File: src/rtl/stack_seq_pkg.sv
// Shared types for the stack micro-sequencer: op codes, FSM states, strobe bundle.
// Latency: n/a (types and helpers only).
// Backpressure: n/a.
package stack_seq_pkg;

    typedef enum logic [1:0] {
        OP_PUSH = 2'd0,
        OP_POP  = 2'd1,
        OP_CALL = 2'd2,
        OP_RET  = 2'd3
    } op_e;

    typedef enum logic [3:0] {
        IDLE     = 4'd0,
        DEC      = 4'd1,
        ADDR     = 4'd2,
        WRITE    = 4'd3,
        WRITE_PC = 4'd4,
        JUMP     = 4'd5,
        READ     = 4'd6,
        READ_PC  = 4'd7,
        INC      = 4'd8,
        ERR      = 4'd9
    } state_e;

    // Datapath control strobes, one bit per enable/drive line.
    typedef struct packed {
        logic spe;
        logic spd;
        logic spo;
        logic pce;
        logic pcw;
        logic pco;
        logic mae;
        logic mem_we;
        logic mem_oe;
        logic rin;
        logic rou;
    } strobe_t;

    // PUSH and CALL grow the stack; POP and RET shrink it.
    function automatic logic op_grows(input op_e o);
        return (o == OP_PUSH) || (o == OP_CALL);
    endfunction

endpackage

File: src/rtl/stack_depth_ctr.sv
// Saturating up/down occupancy counter with full/empty flags.
// Latency: depth updates on the edge after inc/dec is sampled; flags are combinational from depth.
// Backpressure: none; inc at full and dec at empty are ignored.
// Ports: clk, reset (sync, active-high), inc, dec, depth, full, empty.
module stack_depth_ctr
    import stack_seq_pkg::*;
#(
    parameter int STACK_DEPTH = 16,
    parameter int DEPTH_W     = $clog2(STACK_DEPTH + 1)
) (
    input  logic               clk,
    input  logic               reset,
    input  logic               inc,
    input  logic               dec,
    output logic [DEPTH_W-1:0] depth,
    output logic               full,
    output logic               empty
);

    logic [DEPTH_W-1:0] depth_q;
    logic [DEPTH_W-1:0] depth_d;

    assign full  = (depth_q == DEPTH_W'(STACK_DEPTH));
    assign empty = (depth_q == '0);
    assign depth = depth_q;

    always_comb begin
        depth_d = depth_q;
        if (inc && !full) begin
            depth_d = depth_q + DEPTH_W'(1);
        end else if (dec && !empty) begin
            depth_d = depth_q - DEPTH_W'(1);
        end
    end

    always_ff @(posedge clk) begin
        if (reset) begin
            depth_q <= '0;
        end else begin
            depth_q <= depth_d;
        end
    end

endmodule

File: src/rtl/stack_sequencer.sv
// Micro-sequencer issuing PUSH/POP/CALL/RET as fixed one-cycle control-strobe steps.
// Latency: start at edge N -> steps N+1..N+k (k=3, CALL k=4), done in N+k; rejected ops take one ERR cycle.
// Backpressure: start is sampled only while idle (busy=0); pulses while busy are dropped.
// Ports: clk, reset (sync, active-high), start/op/reg_sel command; busy/done/err_* status;
//        depth occupancy; c_* datapath strobes; sel_in register select.
module stack_sequencer
    import stack_seq_pkg::*;
#(
    parameter int STACK_DEPTH = 16,
    parameter int DEPTH_W     = $clog2(STACK_DEPTH + 1)
) (
    input  logic               clk,
    input  logic               reset,
    input  logic               start,
    input  logic [1:0]         op,
    input  logic [2:0]         reg_sel,
    output logic               busy,
    output logic               done,
    output logic               err_overflow,
    output logic               err_underflow,
    output logic [DEPTH_W-1:0] depth,
    output logic               c_spe,
    output logic               c_spd,
    output logic               c_spo,
    output logic               c_pce,
    output logic               c_pcw,
    output logic               c_pco,
    output logic               c_mae,
    output logic               c_mem_we,
    output logic               c_mem_oe,
    output logic               c_rin,
    output logic               c_rou,
    output logic [2:0]         sel_in
);

    state_e     state_q, state_d;
    op_e        op_q, op_d;
    logic [2:0] reg_q, reg_d;
    strobe_t    stb;
    logic       full, empty;

    // Depth moves on the edge that ends the SP adjust step, tracking the SP itself.
    stack_depth_ctr #(
        .STACK_DEPTH (STACK_DEPTH),
        .DEPTH_W     (DEPTH_W)
    ) u_depth (
        .clk   (clk),
        .reset (reset),
        .inc   (state_q == DEC),
        .dec   (state_q == INC),
        .depth (depth),
        .full  (full),
        .empty (empty)
    );

    always_comb begin
        state_d = state_q;
        op_d    = op_q;
        reg_d   = reg_q;
        case (state_q)
            IDLE: begin
                if (start) begin
                    op_d  = op_e'(op);
                    reg_d = reg_sel;
                    // Bounds check up front so a rejected op never touches the datapath.
                    if (op_grows(op_e'(op))) begin
                        state_d = full ? ERR : DEC;
                    end else begin
                        state_d = empty ? ERR : ADDR;
                    end
                end
            end
            DEC:  state_d = ADDR;
            ADDR: begin
                case (op_q)
                    OP_PUSH: state_d = WRITE;
                    OP_CALL: state_d = WRITE_PC;
                    OP_POP:  state_d = READ;
                    default: state_d = READ_PC;
                endcase
            end
            WRITE_PC: state_d = JUMP;
            READ:     state_d = INC;
            READ_PC:  state_d = INC;
            default:  state_d = IDLE;   // WRITE, JUMP, INC, ERR all finish here
        endcase
    end

    always_ff @(posedge clk) begin
        if (reset) begin
            state_q <= IDLE;
            op_q    <= OP_PUSH;
            reg_q   <= '0;
        end else begin
            state_q <= state_d;
            op_q    <= op_d;
            reg_q   <= reg_d;
        end
    end

    // Strobe decode; each step drives at most one bus source.
    always_comb begin
        stb = '0;
        case (state_q)
            DEC:      begin stb.spe = 1'b1; stb.spd = 1'b1; end
            ADDR:     begin stb.spo = 1'b1; stb.mae = 1'b1; end
            WRITE:    begin stb.rou = 1'b1; stb.mem_we = 1'b1; end
            WRITE_PC: begin stb.pco = 1'b1; stb.mem_we = 1'b1; end
            JUMP:     begin stb.rou = 1'b1; stb.pce = 1'b1; stb.pcw = 1'b1; end
            READ:     begin stb.mem_oe = 1'b1; stb.rin = 1'b1; end
            READ_PC:  begin stb.mem_oe = 1'b1; stb.pce = 1'b1; stb.pcw = 1'b1; end
            INC:      begin stb.spe = 1'b1; end
            default:  stb = '0;
        endcase
    end

    assign c_spe    = stb.spe;
    assign c_spd    = stb.spd;
    assign c_spo    = stb.spo;
    assign c_pce    = stb.pce;
    assign c_pcw    = stb.pcw;
    assign c_pco    = stb.pco;
    assign c_mae    = stb.mae;
    assign c_mem_we = stb.mem_we;
    assign c_mem_oe = stb.mem_oe;
    assign c_rin    = stb.rin;
    assign c_rou    = stb.rou;

    assign busy   = (state_q != IDLE);
    assign done   = (state_q == WRITE) || (state_q == JUMP) ||
                    (state_q == INC)   || (state_q == ERR);
    assign err_overflow  = (state_q == ERR) &&  op_grows(op_q);
    assign err_underflow = (state_q == ERR) && !op_grows(op_q);
    assign sel_in = busy ? reg_q : 3'd0;

endmodule

File: config.mk
export PLATFORM = sky130hd
export DESIGN_NAME = stack_sequencer
export DESIGN_NICKNAME = d
export VERILOG_FILES = /design/src/rtl/stack_seq_pkg.sv /design/src/rtl/stack_depth_ctr.sv /design/src/rtl/stack_sequencer.sv
export SDC_FILE = /design/constraint.sdc
export NUM_CORES = 1
export LEC_CHECK = 0
export CAP_MARGIN = 10
export CORE_UTILIZATION = 35
export CTS_BUF_LIST = sky130_fd_sc_hd__clkbuf_8
export DETAILED_ROUTE_END_ITERATION = 16
export SETUP_SLACK_MARGIN = 0.1
export SKIP_LAST_GASP = 1
export SLEW_MARGIN = 25
export SYNTH_ARGS = -nofsm -noshare
export SYNTH_HDL_FRONTEND = slang
export SYNTH_SLANG_ARGS = --single-unit
File: constraint.sdc
create_clock -name clk -period 3.65 [get_ports clk]
set_clock_uncertainty 0.2 [all_clocks]
set_input_delay 0.365 -clock clk [delete_from_list [all_inputs] [get_ports clk]]
set_output_delay 0.365 -clock clk [all_outputs]
set_load 0.02 [all_outputs]
## After elaboration in Yosys (flattened, before gate mapping)

Index checks and enable logic that the tools add are counted.

| storage, ports and cells | value |
|---|---|
| input bits | 8 |
| bits in registers | 14 |
| output and inout port bits | 23 |

| cells by class | value |
|---|---|
| add/subtract/negate cells | 2 |
| mux-type cells | 18 |
| reductions and logical operators | 24 |
| eq/ne operators | 14 |

Operators by type and width:

| cell | number |
|---|---|
| 4-bit one-hot mux with 5 select lines | 1 |
| 4-bit by 3-bit == test with 1-bit output, second input constant | 4 |
| 4-bit 2-to-1 mux | 4 |
| 5-bit 2-to-1 mux | 2 |
| 2-bit OR reduction | 5 |
| 3-bit one-hot mux with 3 select lines | 1 |
| 4-bit by 2-bit == test with 1-bit output, second input constant | 2 |
| 4-bit == test, second input constant | 2 |
| 1-bit 2-to-1 mux | 8 |
| 5-bit by 1-bit adder with 5-bit output, second input constant | 1 |
| 5-bit == test, second input constant | 1 |
| 5-bit logical NOT | 1 |
| 1-bit logical OR | 5 |
| 5-bit by 1-bit subtractor with 5-bit output, second input constant | 1 |
| 2-bit == test, second input constant | 2 |
| 4-bit by 1-bit == test with 1-bit output, second input constant | 1 |
| 1-bit logical AND | 4 |
| 2-bit logical NOT | 2 |
| 4-bit logical NOT | 1 |
| 4-bit nonzero test | 1 |
| 1-bit logical NOT | 3 |
| 3-bit 2-to-1 mux | 1 |
| 2-bit by 1-bit == test with 1-bit output, second input constant | 1 |
| 2-bit 2-to-1 mux | 1 |
| other kinds (3) | 3 |

## Longest topological paths before layout

| logic depth | value |
|---|---|
| word-level depth | 5 |
| depth in mapped cells | 8 |
| mapped depth without buffers | 8 |

## Modules after synthesis

A second synthesis with hierarchy kept.

| unflattened totals | value |
|---|---|
| cells, all modules | 128 |
| area total of the unflattened synthesis | 1039.7 µm² |

Modules (own cells, without submodules):

| module | area an instance (µm²) | cells each | instances | sequential area each (µm²) |
|---|---|---|---|---|
| stack_sequencer | 653.1 | 87 | 1 | 180.2 |
| stack_depth_ctr | 386.6 | 41 | 1 | 100.1 |

## Worst setup path after synthesis

Ideal clock, no wire load.

| timing | value |
|---|---|
| path kind | register to register |
| from | reg u_depth.depth_q[0], in the netlist u_depth.depth[0] |
| to | reg u_depth.depth_q[4], in the netlist u_depth.depth[4] |
| data required time | 3359 ps |
| stages on the path, launching flop included | 9 |
| setup time | 91 ps |
| setup slack | 1000 ps |
| path buffers | 0 |
| clock period less this slack | 2650 ps |
| arrival | 2359 ps |
| cell sequence | dfxtp_1 or4_4 o21ai_4 inv_2 fa_1 and3b_1 nand2b_1 xnor2_1 a311oi_1 |

| between the ends | value |
|---|---|
| longest elaborated chain between the ends | 4 |

RTL lines:

| item | line | text |
|---|---|---|
| from (decl) | stack_depth_ctr.sv:20 | `logic [DEPTH_W-1:0] depth_q;` |
| from (signal assigned) | stack_depth_ctr.sv:40 | `depth_q <= depth_d;` |
| branches (longest 4 deep; another with 5-bit by 1-bit subtractor with 5-bit output) | n/a |  |

Several ways; the timed one is not identified. The select of a mux whose other input is x is not followed.
A chain may end at the register's enable or synchronous reset.

## Final worst setup path

| timing | value |
|---|---|
| from | reg state_q[1] |
| to | out c_mae |

| between the ends | value |
|---|---|
| longest elaborated chain between the ends | 2 |

RTL lines:

| item | line | text |
|---|---|---|
| from (decl) | stack_sequencer.sv:36 | `state_e state_q, state_d;` |
| from (signal assigned) | stack_sequencer.sv:95 | `state_q <= state_d;` |
| 4-bit by 2-bit == test with 1-bit output | stack_sequencer.sv:104 | `case (state_q)` |
| 1-bit 2-to-1 mux | stack_sequencer.sv:104 |  |
| to (decl) | stack_sequencer.sv:28 | `output logic c_mae,` |

No other way between the ends.

==> out/results.env <==
DRT_FIRST_ITER_VIOLATIONS=30
CRITICAL-PATH-MAX-STAGE-DELAY_NS=0.72
CTS.REPORTEDPATHS.CLKPINSLEW_NS=0.06
WIRE_LENGTH_OF_THE_FIRST_GLOBAL_ROUTING_PASS_UM=3732
FIN_SETUP_TNS_NS=0
WORST-PATH-BUF-INV=1
PLACEDINSTANCEAREA_UM2=1315
PWR_DENSITY_CELL_nW_PER_UM2=789.4
COUNT_OF_MAXIMUM_CAPACITANCE_VIOLATIONS=0
ROUTED-VIA-COUNT=990
ASYNCSETRESETFLOPFRACSYNTH_PCT=0
NUMBER_OF_GLOBAL_ROUTE_VIAS_BEFORE_REPAIR=812
YS_DOMINANT_REG_CELL='sky130_fd_sc_hd__dfxtp_1'
DETAIL-ROUTE-ANTENNA-NETS=0
POSTCTSRESIZEDCELLS=0
REGAREA_UM2=280.3
TIMING.FINAL.HOLD_VIOLATIONS=0
DETAILEDPLACEMENTHPWL_UM=1783
YOSYSMOSTFREQUENTCELL='sky130_fd_sc_hd__a21oi_1'
FINALSETUPVIOLATIONS=0
WORST_HOLD_SLACK_NS=0.2500
DRIVE_ABOVE_1_SHARE_PCT=9.150
ROUTED_VIA_DENSITY=5.380
CRIT_PATH_START_KIND='flip-flop'
MIN_PATH_CELLS=2
NUM-NETS-FINAL=169
AVERAGE_WIRE_PER_STANDARD_CELL_UM=13.06
TIMING.SLEW.HEADROOM_PCT=58.82
HTREE_LEVELS=1
IO_BUFFERS=30
VDD_DROP_MAX_V=0.0005107
CLK_LATENCY_NS=0.25
YOSYS.AREA.TOP_TYPE_SHARE_PCT=27.86
SYNTHDISTINCTLIBCELLS=35
CTS_HOLD_REPAIR.BUFFERS=0
CP_TOP_FAMILY='buffers and inverters'
SYN_TO_FINAL_GROWTH_PCT=36.19
FMAX_MHz=361.4
COUNT_OF_FLIP_FLOPS_WITH_A_BUILT_IN_ENABLE_AFTER_SYNTHESIS=0
FLOORPLAN.DIE.HEIGHT_UM=55.61
CLOCK_SINKS=14
GRT_SETUP_UNREPAIRED='no'
FLOORPLAN.IO_PINS=31
CP-END-KIND='output port'
REG2REG_DEPTH=8
PLACE.GP.CONGESTION=0.7567
SYNTHCELLS=126
TIMING.FINAL.CRIT_PERIOD_NS=2.767
PLACEMENTROWS=19
SYNTH_TOP_CELL_BY_AREA='sky130_fd_sc_hd__dfxtp_1'
INITIAL_STANDARD_CELL_UTILIZATION_OF_THE_CORE_PCT=36.80
DETAILEDROUTE.FIRSTPASSITERATIONCOUNT=6
POST-ROUTE-PERIOD-UTIL_PCT=75.82
CRITICAL_PATH_PEAK_FANOUT=15
GRT_OVERFLOW_TOTAL=0
FIN_CELLS=184
SYNTH-SEQ-AREA-SHARE_PCT=27.86
WORST-PATH-STAGES=2
DESIGN_AREA_UM2=1370
CTSROOTBUFFERMASTER='sky130_fd_sc_hd__clkbuf_8'
NUM_ANTENNA_CELLS=0
NETLIST_TOP_CELLS_AREA='sky130_fd_sc_hd__dfxtp_1 (28%), sky130_fd_sc_hd__a21oi_1 (8.5%), sky130_fd_sc_hd__ha_1 (7.5%)'
SYN_NETS=141
DESIGN.CORE.AREA_UM2=2734
SYNTH.TOP_CELLS.BY_COUNT='sky130_fd_sc_hd__a21oi_1 (17), sky130_fd_sc_hd__dfxtp_1 (14), sky130_fd_sc_hd__nand3_1 (11)'
DRCVIOLATIONCOUNT=0
CP.REQUIRED_NS=3.08
CTS_TREE='built'
LARGEST_NET_DEGREE_AT_THE_START_OF_GLOBAL_ROUTING=17
DRT_WL_TOTAL_UM=2403
SYN_AREA_PER_CELL_UM2=7.984
FINAL_UTIL_PCT=50.11
GRT_ANTENNA_BEFORE_REPAIR=0
WORST_SLEW_PIN_SLEW_NS=0.6091
YOSYS_REGISTER_BITS=14
POST_SYNTH_DESIGN_CELL_AREA_UM2=1006
DIE_WIDTH_UM=55.61
STATUS='finished, final reports clean'
CRITICALPATHCATEGORY='flip-flop to output port'
WORST-ENDPOINT-ARRIVAL_NS=2.20
FILLCELLCOUNT=277
POWER.LEAKAGE_uW=0.0005257
GLOBALROUTETOTALUTIL_PCT=15.50
CLOCK_TREE.BUFFER_DEPTH=2
TYPE_OF_THE_TIGHTEST_MIN_DELAY_CHECK='flip-flop to flip-flop'
POSTCTSSETUPBUFFERS=0
CRIT_CHAIN='nor4b_1 > clkdlybuf4s50_1'
NUMPLACEDINSTANCES=180
DRV_SLEW=0
YS.WARNINGS.COUNT=0
FP.DIEAREA_UM2=3092
MULTI_INPUT_LOGIC_AREA_UM2=650.6
SLOWEST_STAGE_CELL_CP='sky130_fd_sc_hd__clkdlybuf4s50_1'
CTS_BUFFERS=3
-- cells in the final DEF, fill, tap and decap left out, types with 4 or more instances in the layout --
cell type	n
sky130_fd_sc_hd__clkbuf_8	4
sky130_fd_sc_hd__dfxtp_1	14
sky130_fd_sc_hd__ha_1	6
sky130_fd_sc_hd__nor2b_1	4
sky130_fd_sc_hd__nor3_1	4
sky130_fd_sc_hd__clkdlybuf4s50_1	30
sky130_fd_sc_hd__nor2_1	6
sky130_fd_sc_hd__o21ai_0	4
sky130_fd_sc_hd__a21oi_1	17
sky130_fd_sc_hd__nand2_1	10
sky130_fd_sc_hd__nand3_1	11
sky130_fd_sc_hd__inv_1	9
-- power breakdown --
part	internal, uW	leakage (uW)	switching (uW)
combinational	305	0.000382	343
sequential	195	0.000115	85.0
clock	95.6	0.0000288	58.3
-- tightest hold or removal path, delay by kind of cell (launching register included) --
family / cells / cell delay, ns
simple gates: 1 / 0.05
compound gates: 1 / 0.05
flops: 1 / 0.30
-- path summary, 6_finish.rpt --
| check | slack, ns | startpoint | endpoint |
|---|---|---|---|
| max | 0.88 | state_q[1]$_SDFFE_PP0P_ | c_mae |
| min | 0.25 | reg_q[2]$_SDFFE_PP0P_ | reg_q[2]$_SDFFE_PP0P_ |
| max reg2reg | 0.92 | u_depth.depth[0]$_SDFFE_PP0P_ | u_depth.depth[4]$_SDFFE_PP0P_ |
| min reg2reg | 0.25 | reg_q[2]$_SDFFE_PP0P_ | reg_q[2]$_SDFFE_PP0P_ |
-- sequential cells by signal (all words and copies together), names as in the netlist --
signal	count
reg_q	3
u_depth.depth	5
state_q	4
op_q	2
-- through the flow --
step	worst slack, ns	total power [uW]
floorplan	0.9999	717.5
global placement	0.9815	923.5
detailed placement	0.9144	932.8
CTS	0.8953	1094
global route	0.7558	1165
finish	0.8826	1082
-- cells by family after synthesis --
group / after synthesis / synth area share, %
AND/OR/NAND/NOR: 50 / 30.97
XOR/XNOR: 5 / 4.354
AO/OA/AOI/OAI: 32 / 19.90
buffers and inverters: 18 / 7.461
adder cells (fa/ha/maj): 7 / 9.453
flip-flops: 14 / 27.86
-- area by class of cell --
| type | count | area share (%) |
|---|---|---|
| Multi-Input combinational cell | 94 | 47.49 |
| Inverter | 10 | 2.740 |
| Clock buffer | 4 | 4.018 |
| Tap cell | 31 | 2.831 |
| Timing Repair Buffer | 31 | 22.47 |
| Sequential cell | 14 | 20.46 |
-- per-layer routing --
layer  wire (um)  global-route usage [%]
met1        1103                   18.83
met5           0                       0
met4          21                   4.286
met2        1149                   25.82
met3         129                   5.581
(Power assumes the default switching activity.)
